`config.mk`:
```
export PLATFORM = sky130hd
export DESIGN_NAME = elevator_scheduler
export DESIGN_NICKNAME = d
export VERILOG_FILES = /design/src/rtl/elevator_scheduler.sv
export SDC_FILE = /design/constraint.sdc
export NUM_CORES = 1
export LEC_CHECK = 0
export ABC_AREA = 1
export CAP_MARGIN = 20
export CORE_MARGIN = 2
export CORE_UTILIZATION = 24
export DETAILED_ROUTE_END_ITERATION = 8
export GPL_ROUTABILITY_DRIVEN = 1
export SLEW_MARGIN = 30
export SYNTH_ARGS = -nofsm -noshare
export SYNTH_HDL_FRONTEND = slang
export SYNTH_SLANG_ARGS = --single-unit
```
`constraint.sdc`:
```
create_clock -name clk -period 2.48 [get_ports clk]
set_input_delay 0.248 -clock clk [delete_from_list [all_inputs] [get_ports clk]]
set_output_delay 0.248 -clock clk [all_outputs]
set_load 0.01 [all_outputs]
```
`src/rtl/elevator_scheduler.sv`:
```
// N-floor SCAN elevator car controller: latches car/hall calls, drives motor, door and floor outputs.
// Latency: button-to-requests 1 edge; all outputs registered. No backpressure: calls are level-sampled every cycle.
module elevator_scheduler #(
  parameter int NUM_FLOORS  = 8,
  parameter int MOVE_CYCLES = 4,
  parameter int DOOR_CYCLES = 3,
  localparam int FLOOR_W    = $clog2(NUM_FLOORS)
) (
  input  logic                  clk,
  input  logic                  rst,
  input  logic [NUM_FLOORS-1:0] inDoorButtons,
  input  logic [NUM_FLOORS-1:0] outDoorButtons,
  input  logic                  req_enable,
  output logic [FLOOR_W-1:0]    currentFloor,
  output logic [1:0]            motor,
  output logic                  doorState,
  output logic [NUM_FLOORS-1:0] requests,
  output logic                  busy
);

  localparam int MOVE_W = $clog2(MOVE_CYCLES + 1);
  localparam int DOOR_W = $clog2(DOOR_CYCLES + 1);
  localparam logic [FLOOR_W-1:0] TOP_FLOOR = FLOOR_W'(NUM_FLOORS - 1);
  localparam logic [1:0] MOTOR_STOP = 2'b00;
  localparam logic [1:0] MOTOR_UP   = 2'b01;
  localparam logic [1:0] MOTOR_DOWN = 2'b10;

  typedef enum logic [1:0] {IDLE, MOVE, DOOR} state_t;

  state_t              state, state_nxt;
  logic                dir, dir_nxt;          // 1 = up
  logic [MOVE_W-1:0]   move_cnt, move_cnt_nxt;
  logic [DOOR_W-1:0]   door_cnt, door_cnt_nxt;
  logic [FLOOR_W-1:0]  floor_nxt, next_floor;
  logic [1:0]          motor_nxt;
  logic                door_nxt;
  logic [NUM_FLOORS-1:0] set_v, pend, clear, req_nxt, cur_oh, next_oh;
  logic                above, below;

  always_ff @(posedge clk or negedge rst) begin
    if (!rst) begin
      state        <= IDLE;
      dir          <= 1'b1;
      move_cnt     <= '0;
      door_cnt     <= '0;
      currentFloor <= '0;
      motor        <= MOTOR_STOP;
      doorState    <= 1'b0;
      requests     <= '0;
    end else begin
      state        <= state_nxt;
      dir          <= dir_nxt;
      move_cnt     <= move_cnt_nxt;
      door_cnt     <= door_cnt_nxt;
      currentFloor <= floor_nxt;
      motor        <= motor_nxt;
      doorState    <= door_nxt;
      requests     <= req_nxt;
    end
  end

  always_comb begin
    set_v      = outDoorButtons | (inDoorButtons & {NUM_FLOORS{req_enable}});
    pend       = requests | set_v;
    cur_oh     = NUM_FLOORS'(1) << currentFloor;
    next_floor = dir ? currentFloor + 1'b1 : currentFloor - 1'b1;
    next_oh    = NUM_FLOORS'(1) << next_floor;
    above      = 1'b0;
    below      = 1'b0;
    for (int i = 0; i < NUM_FLOORS; i++) begin
      if (i > int'(currentFloor)) above = above | requests[i];
      if (i < int'(currentFloor)) below = below | requests[i];
    end

    state_nxt    = state;
    dir_nxt      = dir;
    move_cnt_nxt = move_cnt;
    door_cnt_nxt = door_cnt;
    floor_nxt    = currentFloor;
    motor_nxt    = motor;
    door_nxt     = doorState;
    clear        = '0;

    case (state)
      IDLE: begin
        motor_nxt = MOTOR_STOP;
        door_nxt  = 1'b0;
        if (requests[currentFloor]) begin
          state_nxt    = DOOR;
          door_nxt     = 1'b1;
          door_cnt_nxt = '0;
          clear        = cur_oh;
        end else if (above && (dir || !below)) begin
          state_nxt    = MOVE;
          dir_nxt      = 1'b1;
          motor_nxt    = MOTOR_UP;
          move_cnt_nxt = '0;
        end else if (below) begin
          state_nxt    = MOVE;
          dir_nxt      = 1'b0;
          motor_nxt    = MOTOR_DOWN;
          move_cnt_nxt = '0;
        end
      end

      MOVE: begin
        if (move_cnt != MOVE_W'(MOVE_CYCLES - 1)) begin
          move_cnt_nxt = move_cnt + 1'b1;
        end else begin
          move_cnt_nxt = '0;
          // Unreachable while a call lies ahead; keeps the floor index in range regardless.
          if ((dir && currentFloor == TOP_FLOOR) || (!dir && currentFloor == '0)) begin
            state_nxt = IDLE;
            motor_nxt = MOTOR_STOP;
          end else begin
            floor_nxt = next_floor;
            if (next_floor == TOP_FLOOR) dir_nxt = 1'b0;
            if (next_floor == '0)        dir_nxt = 1'b1;
            if (pend[next_floor]) begin
              state_nxt    = DOOR;
              motor_nxt    = MOTOR_STOP;
              door_nxt     = 1'b1;
              door_cnt_nxt = '0;
              clear        = next_oh;
            end
          end
        end
      end

      DOOR: begin
        // A press at this floor while open just extends the dwell.
        if (set_v[currentFloor]) begin
          door_cnt_nxt = '0;
          clear        = cur_oh;
        end else if (door_cnt == DOOR_W'(DOOR_CYCLES - 1)) begin
          state_nxt    = IDLE;
          door_nxt     = 1'b0;
          door_cnt_nxt = '0;
        end else begin
          door_cnt_nxt = door_cnt + 1'b1;
        end
      end

      default: begin
        state_nxt = IDLE;
        motor_nxt = MOTOR_STOP;
        door_nxt  = 1'b0;
      end
    endcase

    req_nxt = (requests | set_v) & ~clear;
  end

  assign busy = (state != IDLE) || (|requests);

endmodule

```
==> Yosys cells after proc, flatten, opt, wreduce, memory -nomap -nowiden <==
Cells that the tools add are included.
{ "word_totals": {"regBits": 22, "in_bits": 19} }
{ "classes": {"n_reduce_logical": 22, "n_mux": 69, "shift": 2, "n_eq_ne": 17, "bitwise_logic": 20, "n_lt_le_gt_ge": 16, "addsub": 4} }
{ "ops": {"columns": ["op", "count"], "rows": [
  ["$mux W8", 5],
  ["$mux W2", 19],
  ["$mux W1", 30],
  ["$pmux W8 S3", 1],
  ["$pmux W2 S3", 3],
  ["$and A8 B8 Y8", 2],
  ["$or A8 B8 Y8", 2],
  ["$shl A1 B3 Y8 const A", 2],
  ["$mux W3", 5],
  ["$reduce_and A5 Y1", 3],
  ["$ne A2 B2 Y1 const B", 7],
  ["$gt A3 B3 Y1 const A", 4],
  ["$or A1 B1 Y1", 12],
  ["$bmux W1 S3", 3],
  ["$lt A3 B3 Y1 const A", 3],
  ["$ne A3 B3 Y1 const B", 3],
  ["$reduce_and A3 Y1", 3],
  ["$lt A3 B4 Y1 const B", 2],
  ["$not A8 Y8", 1],
  ["$reduce_or A8 Y1", 1],
  ["$add A3 B1 Y3 const B", 2],
  ["$eq A3 B3 Y1 const B", 2],
  ["$gt A2 B3 Y1 const A", 2],
  ["$logic_not A3 Y1", 2],
  ["other kinds (20)", 31]
]} }

==> Depth between registers and ports, before layout <==
Gate-level depths: netlist (run 1).
{ "depth": {"depth_word": 20, "ltp_mapped": 15, "ltp_nobuf": 14} }

==> Least setup slack after synthesis (run 1) <==
No wires, ideal clock.
{ "synth_timing": {"path_type": "reg2reg", "start": "register currentFloor[0]", "end": "register requests[3]", "required_ps": 2360, "setup_ps": 120, "path_slack_ps": 422, "period_less_slack_ps": 2058, "stages_incl_launch_ff": 12, "arrival_time_ps": 1938, "cell_sequence": "dfrtp_1 -> inv_2 -> buf_4 -> ha_1 -> xnor2_1 -> nor2_1 -> nand2_1 -> nand2_1 -> a21oi_1 -> nand4_1 -> nand2_1 -> nor2_1"} }
{ "synth_between": {"elab_chain_cells": 10, "elab_cells_between_ends": 24, "cone_classes": "add/sub (2); eq/ne (1); shift (2); mux (13); bitwise (2); reduce/logical (4)"} }
{ "synth_rtl": {"columns": ["element", "line", "source"], "rows": [
  ["start: declaration", "14", "output logic [FLOOR_W-1:0] currentFloor,"],
  ["start signal: assignment", "55", "currentFloor <= floor_nxt;"],
  ["$sub A3 B1 Y3 or $add A3 B1 Y3 (tied branches)", "66", "next_floor = dir ? currentFloor + 1'b1 : currentFloor - 1'b1;"],
  ["$mux W3", "66", null],
  ["$bmux W1 S3", "119", "if (pend[next_floor]) begin"],
  ["$mux W1 (not written as such)", "119", null],
  ["$mux W8", "119", null],
  ["$mux W8", "112", "if ((dir && currentFloor == TOP_FLOOR) || (!dir && currentFloor == '0)) begin"],
  ["$mux W8", "107", "if (move_cnt != MOVE_W'(MOVE_CYCLES - 1)) begin"],
  ["$pmux W8 S3 (*)", "84", "case (state)"],
  ["$not A8 Y8 (*)", "151", "req_nxt = (requests | set_v) & ~clear;"],
  ["$and A8 B8 Y8 (*)", "151", null],
  ["net req_nxt[3]", "37", "logic [NUM_FLOORS-1:0] set_v, pend, clear, req_nxt, cur_oh, next_oh;"],
  ["end signal: assignment", "58", "requests <= req_nxt;"],
  ["end: declaration", "17", "output logic [NUM_FLOORS-1:0] requests,"]
]} }
Mark *: on every way through the listed nets, which the timed path passes. The rest lies on a longest branch. The select of a mux whose other input is x is not followed.
A chain may end at the register's enable or synchronous reset.

==> Final worst setup path (run 1) <==
{ "layout_timing": {"start": "register currentFloor[0]", "end": "register requests[2]"} }
Same word-level chain as after synthesis.

==> flow_summary.ini, run 1 <==
[power_and_ir_drop]
seq_power_share = 0.242
pwr_density_cell_mw_per_mm2 = 934
comb_power_share = 0.606
p_clk_frac = 0.152
internal_power_w = 0.00117
irDropWorstVdd_mv = 0.284
power.leakage_nw = 1.34
switching_share = 0.497
p_total_w = 0.00232
switching_power_w = 0.00115

[synth]
synth_top_family_by_area = simple AND/OR/NAND/NOR gates
synth.area.mux_share = 0
post-synth-top-area-fraction = 0.266
ys_ff_latch = 22
synth.area.top_cells = dfrtp_1, nand2_1, inv_1, nor2_1, nand4_1
synth.net_count = 345
synthesis.instances = 318
syn_area_mm2 = 0.00197
synth_area_leader_cell = dfrtp_1
synth_compound_area_frac = 0.0849
ys_seq_area_frac = 0.279
avgSynthCellArea_um2 = 6.21
yosys.area_share.simple = 0.449
synth_xor_xnor_area_share = 0.0215
synth_cell_types = 28
yosysWarnings = 0
synthAdderAreaFrac = 0.0507

[cells_and_area]
nNetsFinal = 381
area_growth_pct = 26.0
final_core_util = 0.307
drive_gt1_frac = 0.0765
mostFrequentLayoutCell = nand2_1
num_antenna_cells = 0
final_cells = 458
most-common-layout-cells = nand2_1, inv_1, nor2_1

[drt]
final_antenna_net_count = 0
drc = 0
vias_per_cell = 4.69
vias = 2149
routed_wl_mm = 5.90
drt-initial-drc-count = 149
wire_per_inst_um = 12.9
dr.pass1.iters = 5

[clocking]
cts_tree = built
hold_buffers = 0
cts-root-buf = clkbuf_8
cts_resized = 0
cts.sinks = 22
cts_buffer_depth = 2
insertion_delay_ns = 0.27
cts_buffers = 3
clkSlewWorstSetupHoldPaths_ns = 0.10
cts.htree.levels = 1
post-cts-setup-buffer-count = 0

[sta]
drv_slew = 0
maxSlewHeadroom = 0.732
min_period_over_period = 0.857
rsz0062_at_grt = false
tightest_slew_ns = 0.400
max_freq_mhz = 470
hold_viol = 0
setup_violations = 0
min_period_ns = 2.13
skew_ns = 0.00344
fin_setup_tns_ns = 0
holdWs_ns = 0.326

[placement]
gp_congestion = 0.987
hpwl_mm = 4.71
portBuffers = 33
placedCellCount = 454

[floorplan]
die_y_um = 94.7
io_pins = 34
core_area_mm2 = 0.00809
num_rows = 33
die_x_um = 94.7
dieArea_mm2 = 0.00897
start_util = 0.244

[setup_path]
path_class = register to register
cp-start-kind = register
crit_fanout = 15
crit_arrival_ns = 2.30
r2r_slack_ns = 0.35
r2r_start = currentFloor[0]$_DFFE_PN0P_
crit_path_end_kind = register
timing.rr.end = requests[2]$_DFF_PN0_
cp.required_ns = 2.65
r2r_cells = 10

[global_routing]
antenna_found_initial = 0
grt_max_degree = 23
use_met2 = 0.229
grt_pass1_wl_mm = 9.72
met1_usage = 0.179
gr-usage-all-layers = 0.137
busiest_layer = met2
gr-usage-met3 = 0.0200
grt_pass1_vias = 2028
grt_overflow = 0

[run]
cap_violations = 0

[worst_hold_path]
hp-class = input pin to async pin

[outcome]
status = finished, final reports clean
==> worst max-delay path by stage <==
stage	startpoint	end	slack, ns	cells after the start
2_1_floorplan	currentFloor[0]$_DFFE_PN0P_	requests[3]$_DFF_PN0_	0.42	11
3_3_place_gp	req_enable	requests[2]$_DFF_PN0_	0.34	10
3_5_place_dp	req_enable	requests[5]$_DFF_PN0_	0.33	10
4_1_cts	currentFloor[0]$_DFFE_PN0P_	requests[2]$_DFF_PN0_	0.39	10
5_1_grt	currentFloor[1]$_DFFE_PN0P_	dir$_DFFE_PN1P_	0.22	11
6_report	currentFloor[0]$_DFFE_PN0P_	requests[2]$_DFF_PN0_	0.35	10
==> cells by family (layout without fill, tap and decap cells) <==
logic type,after synthesis,after routing
and+or+nand+nor,204,204
xor gates and xnor gates,4,4
adders and majority gates,8,8
buffers and inverters,53,88
AOI/OAI and AO/OA,27,27
DFF,22,22
==> cell usage after synthesis (all sizes together) <==
master,instances
inv,47
nor3,4
o21bai,2
xor2,2
dfrtp,21
nand4,17
nor2,39
xnor2,2
buf,6
a21boi,1
a21oi,10
o21ai,13
dfstp,1
ha,8
o211ai,1
nand2,120
nand3,24
==> registers in the layout (all words and copies together) (netlist names) <==
register	flops
currentFloor	3
state	2
door_cnt	2
motor	2
doorState	1
requests	8
dir	1
move_cnt	3
==> area by class of cell <==
cell class	count	area, um^2
Fill cell	920	5610
Clock buffer	3	41.3
Clock inverter	1	30.0
Tap cell	105	131
Sequential cell	22	552
Timing Repair Buffer	37	360
Inverter	47	176
Multi-Input combinational cell	243	1200
==> stage by stage <==
step / cell area (um^2) / setup WS [ns]
floorplan: 1970 / 0.422
global placement: 2420 / 0.335
detailed placement: 2420 / 0.328
CTS: 2490 / 0.390
global route: 2490 / 0.221
finish: 2490 / 0.355
==> critical path, stage by stage (launching register included) <==
cell     delay [ns]
dfrtp_1        0.41
inv_2          0.24
ha_1           0.32
xnor2_1        0.33
nor2_1         0.12
nand2_1        0.08
nand2_1        0.05
a21oi_1        0.21
nand4_1        0.13
nand2_1        0.10
nor2_1         0.04
==> power groups by stage <==
stage / clock network, W / logic (W) / registers (W)
global route: 0.000380 / 0.00158 / 0.000577
CTS: 0.000360 / 0.00141 / 0.000564
floorplan: 0 / 0.00102 / 0.000559
detailed placement: 0 / 0.00140 / 0.000569
global placement: 0 / 0.00139 / 0.000570
finish: 0.000354 / 0.00141 / 0.000562
==> per-layer routing <==
layer | vias to the layer above | wire, um
met1 | 1000 | 2600
met3 | 13 | 327
met4 | 0 | 131
li1 | 1068 | -
met5 | - | 0
met2 | 68 | 2840
(Power assumes the default switching activity.)
==> inputs of run 2 (changes only) <==
Settings changed: CELL_PAD_IN_SITES_DETAIL_PLACEMENT from default to 0, CELL_PAD_IN_SITES_GLOBAL_PLACEMENT from default to 1, CORE_UTILIZATION 24 to 37, HOLD_SLACK_MARGIN from default to 0.06, PLACE_DENSITY_LB_ADDON from default to 0.1.
==> flow_summary.ini, run 2 (synthesis gave the netlist of run 1 again) <==
[drt]
wire_per_inst_um = 13.6
dr.pass1.iters = 4
drt-initial-drc-count = 116
vias_per_cell = 4.89
drc = 0
vias = 2078
routed_wl_mm = 5.77
final_antenna_net_count = 0

[clocking]
clkSlewWorstSetupHoldPaths_ns = 0.09
insertion_delay_ns = 0.27
hold_buffers = 0
cts_buffer_depth = 2
cts_resized = 0
cts-root-buf = clkbuf_8
post-cts-setup-buffer-count = 0
cts_tree = built
cts_buffers = 3
cts.sinks = 22
cts.htree.levels = 1

[floorplan]
num_rows = 26
dieArea_mm2 = 0.00594
core_area_mm2 = 0.00514
die_x_um = 77.1
start_util = 0.384
io_pins = 34
die_y_um = 77.1

[setup_path]
path_common_cell = nand2_1
path_buf_inv = 1
crit_fanout = 6
slowest_stage = dfrtp_1
crit_path_end_kind = register
path_class = register to register
path_cells = inv_1 -> ha_1 -> xnor2_1 -> nor2_1 -> nand2_1 -> nand2_1 -> a21oi_1 -> nand4_1 -> nand2_1 -> nor2_1
slowest_delay_ns = 0.44
cp.required_ns = 2.64
crit_arrival_ns = 2.19
cp_top_family = simple AND/OR/NAND/NOR gates
r2r_slack_ns = 0.45
r2r_start = currentFloor[1]$_DFFE_PN0P_
cp-startpoint = currentFloor[1]$_DFFE_PN0P_
cp-start-kind = register

[cells_and_area]
fill_cells = 574
largest_reg_flops = 8
drive_gt1_frac = 0.0817
area_growth_pct = 24.5
top_register = requests
num_antenna_cells = 0
reg_top3 = requests x8, currentFloor x3, move_cnt x3
stdcell_area_mm2 = 0.00246
mostFrequentLayoutCell = nand2_1
most-common-layout-cells = nand2_1, inv_1, nor2_1
nNetsFinal = 383

[sta]
tightest_slew_ns = 0.396
drv_slew = 0
min_period_ns = 2.03
rsz0062_at_grt = false
fin_setup_tns_ns = 0
max_freq_mhz = 492
skew_ns = 0.00764
min_period_over_period = 0.819
hold_viol = 0
maxSlewHeadroom = 0.735
setup_violations = 0
holdWs_ns = 0.319

[power_and_ir_drop]
irDropWorstVdd_mv = 0.493
power.leakage_nw = 1.35
p_total_w = 0.00235
pwr_density_cell_mw_per_mm2 = 956

[placement]
hpwl_mm = 4.68
gp_congestion = 0.863
portBuffers = 33
placedInstanceArea_mm2 = 0.00239

[outcome]
status = finished, final reports clean

[global_routing]
antenna_found_initial = 0
grt_pass1_wl_mm = 9.65
grt_overflow = 0
grt_pass1_vias = 1988
gr-usage-all-layers = 0.207
grt_max_degree = 23

[worst_hold_path]
hp-class = input pin to async pin

[run]
cap_violations = 0
[run 2: area by class of cell]
class / instances / area, um^2 / area share
inverters: 47 / 176 / 0.0718
flip-flops and latches: 22 / 552 / 0.224
clock buffers: 3 / 41.3 / 0.0168
clock inverters: 1 / 30.0 / 0.0122
repair buffers: 39 / 375 / 0.153
multi-input cells: 243 / 1200 / 0.487
well taps: 70 / 87.6 / 0.0356
[run 2: path summary, 6_finish.rpt]
| kind | endpoint | depth (start not counted) |
|---|---|---|
| worst min-delay path | currentFloor[0]$_DFFE_PN0P_ | 2 |
| worst min register to register | motor[1]$_DFFE_PN0P_ | 2 |
| worst max register to register | requests[3]$_DFF_PN0_ | 10 |
| min in group clk | motor[1]$_DFFE_PN0P_ | 2 |
| max in group asynchronous | dir$_DFFE_PN1P_ | 2 |
| worst max-delay path | requests[3]$_DFF_PN0_ | 10 |
[run 2: where the power goes]
group	total (W)	internal, W	switching (W)
Combinational	0.00143	0.000509	0.000926
Sequential	0.000570	0.000460	0.000110
Clock	0.000345	0.000216	0.000129
Total	0.00235	0.00118	0.00116
[run 2: per-stage QoR]
step	util	setup slack, ns	cells
final	0.478	0.449	425
after global routing	0.478	0.143	425
after CTS	0.478	0.445	425
after detailed placement	0.464	0.290	421
after global placement	0.464	0.265	421
after floorplan	-	0.422	318
[run 2: layer usage]
layer,up-vias,track usage,part of all wire
met5,-,0,0
li1,1079,-,-
met3,11,0.0518,0.070
met1,929,0.288,0.49
met2,59,0.308,0.42
met4,0,0.0768,0.019
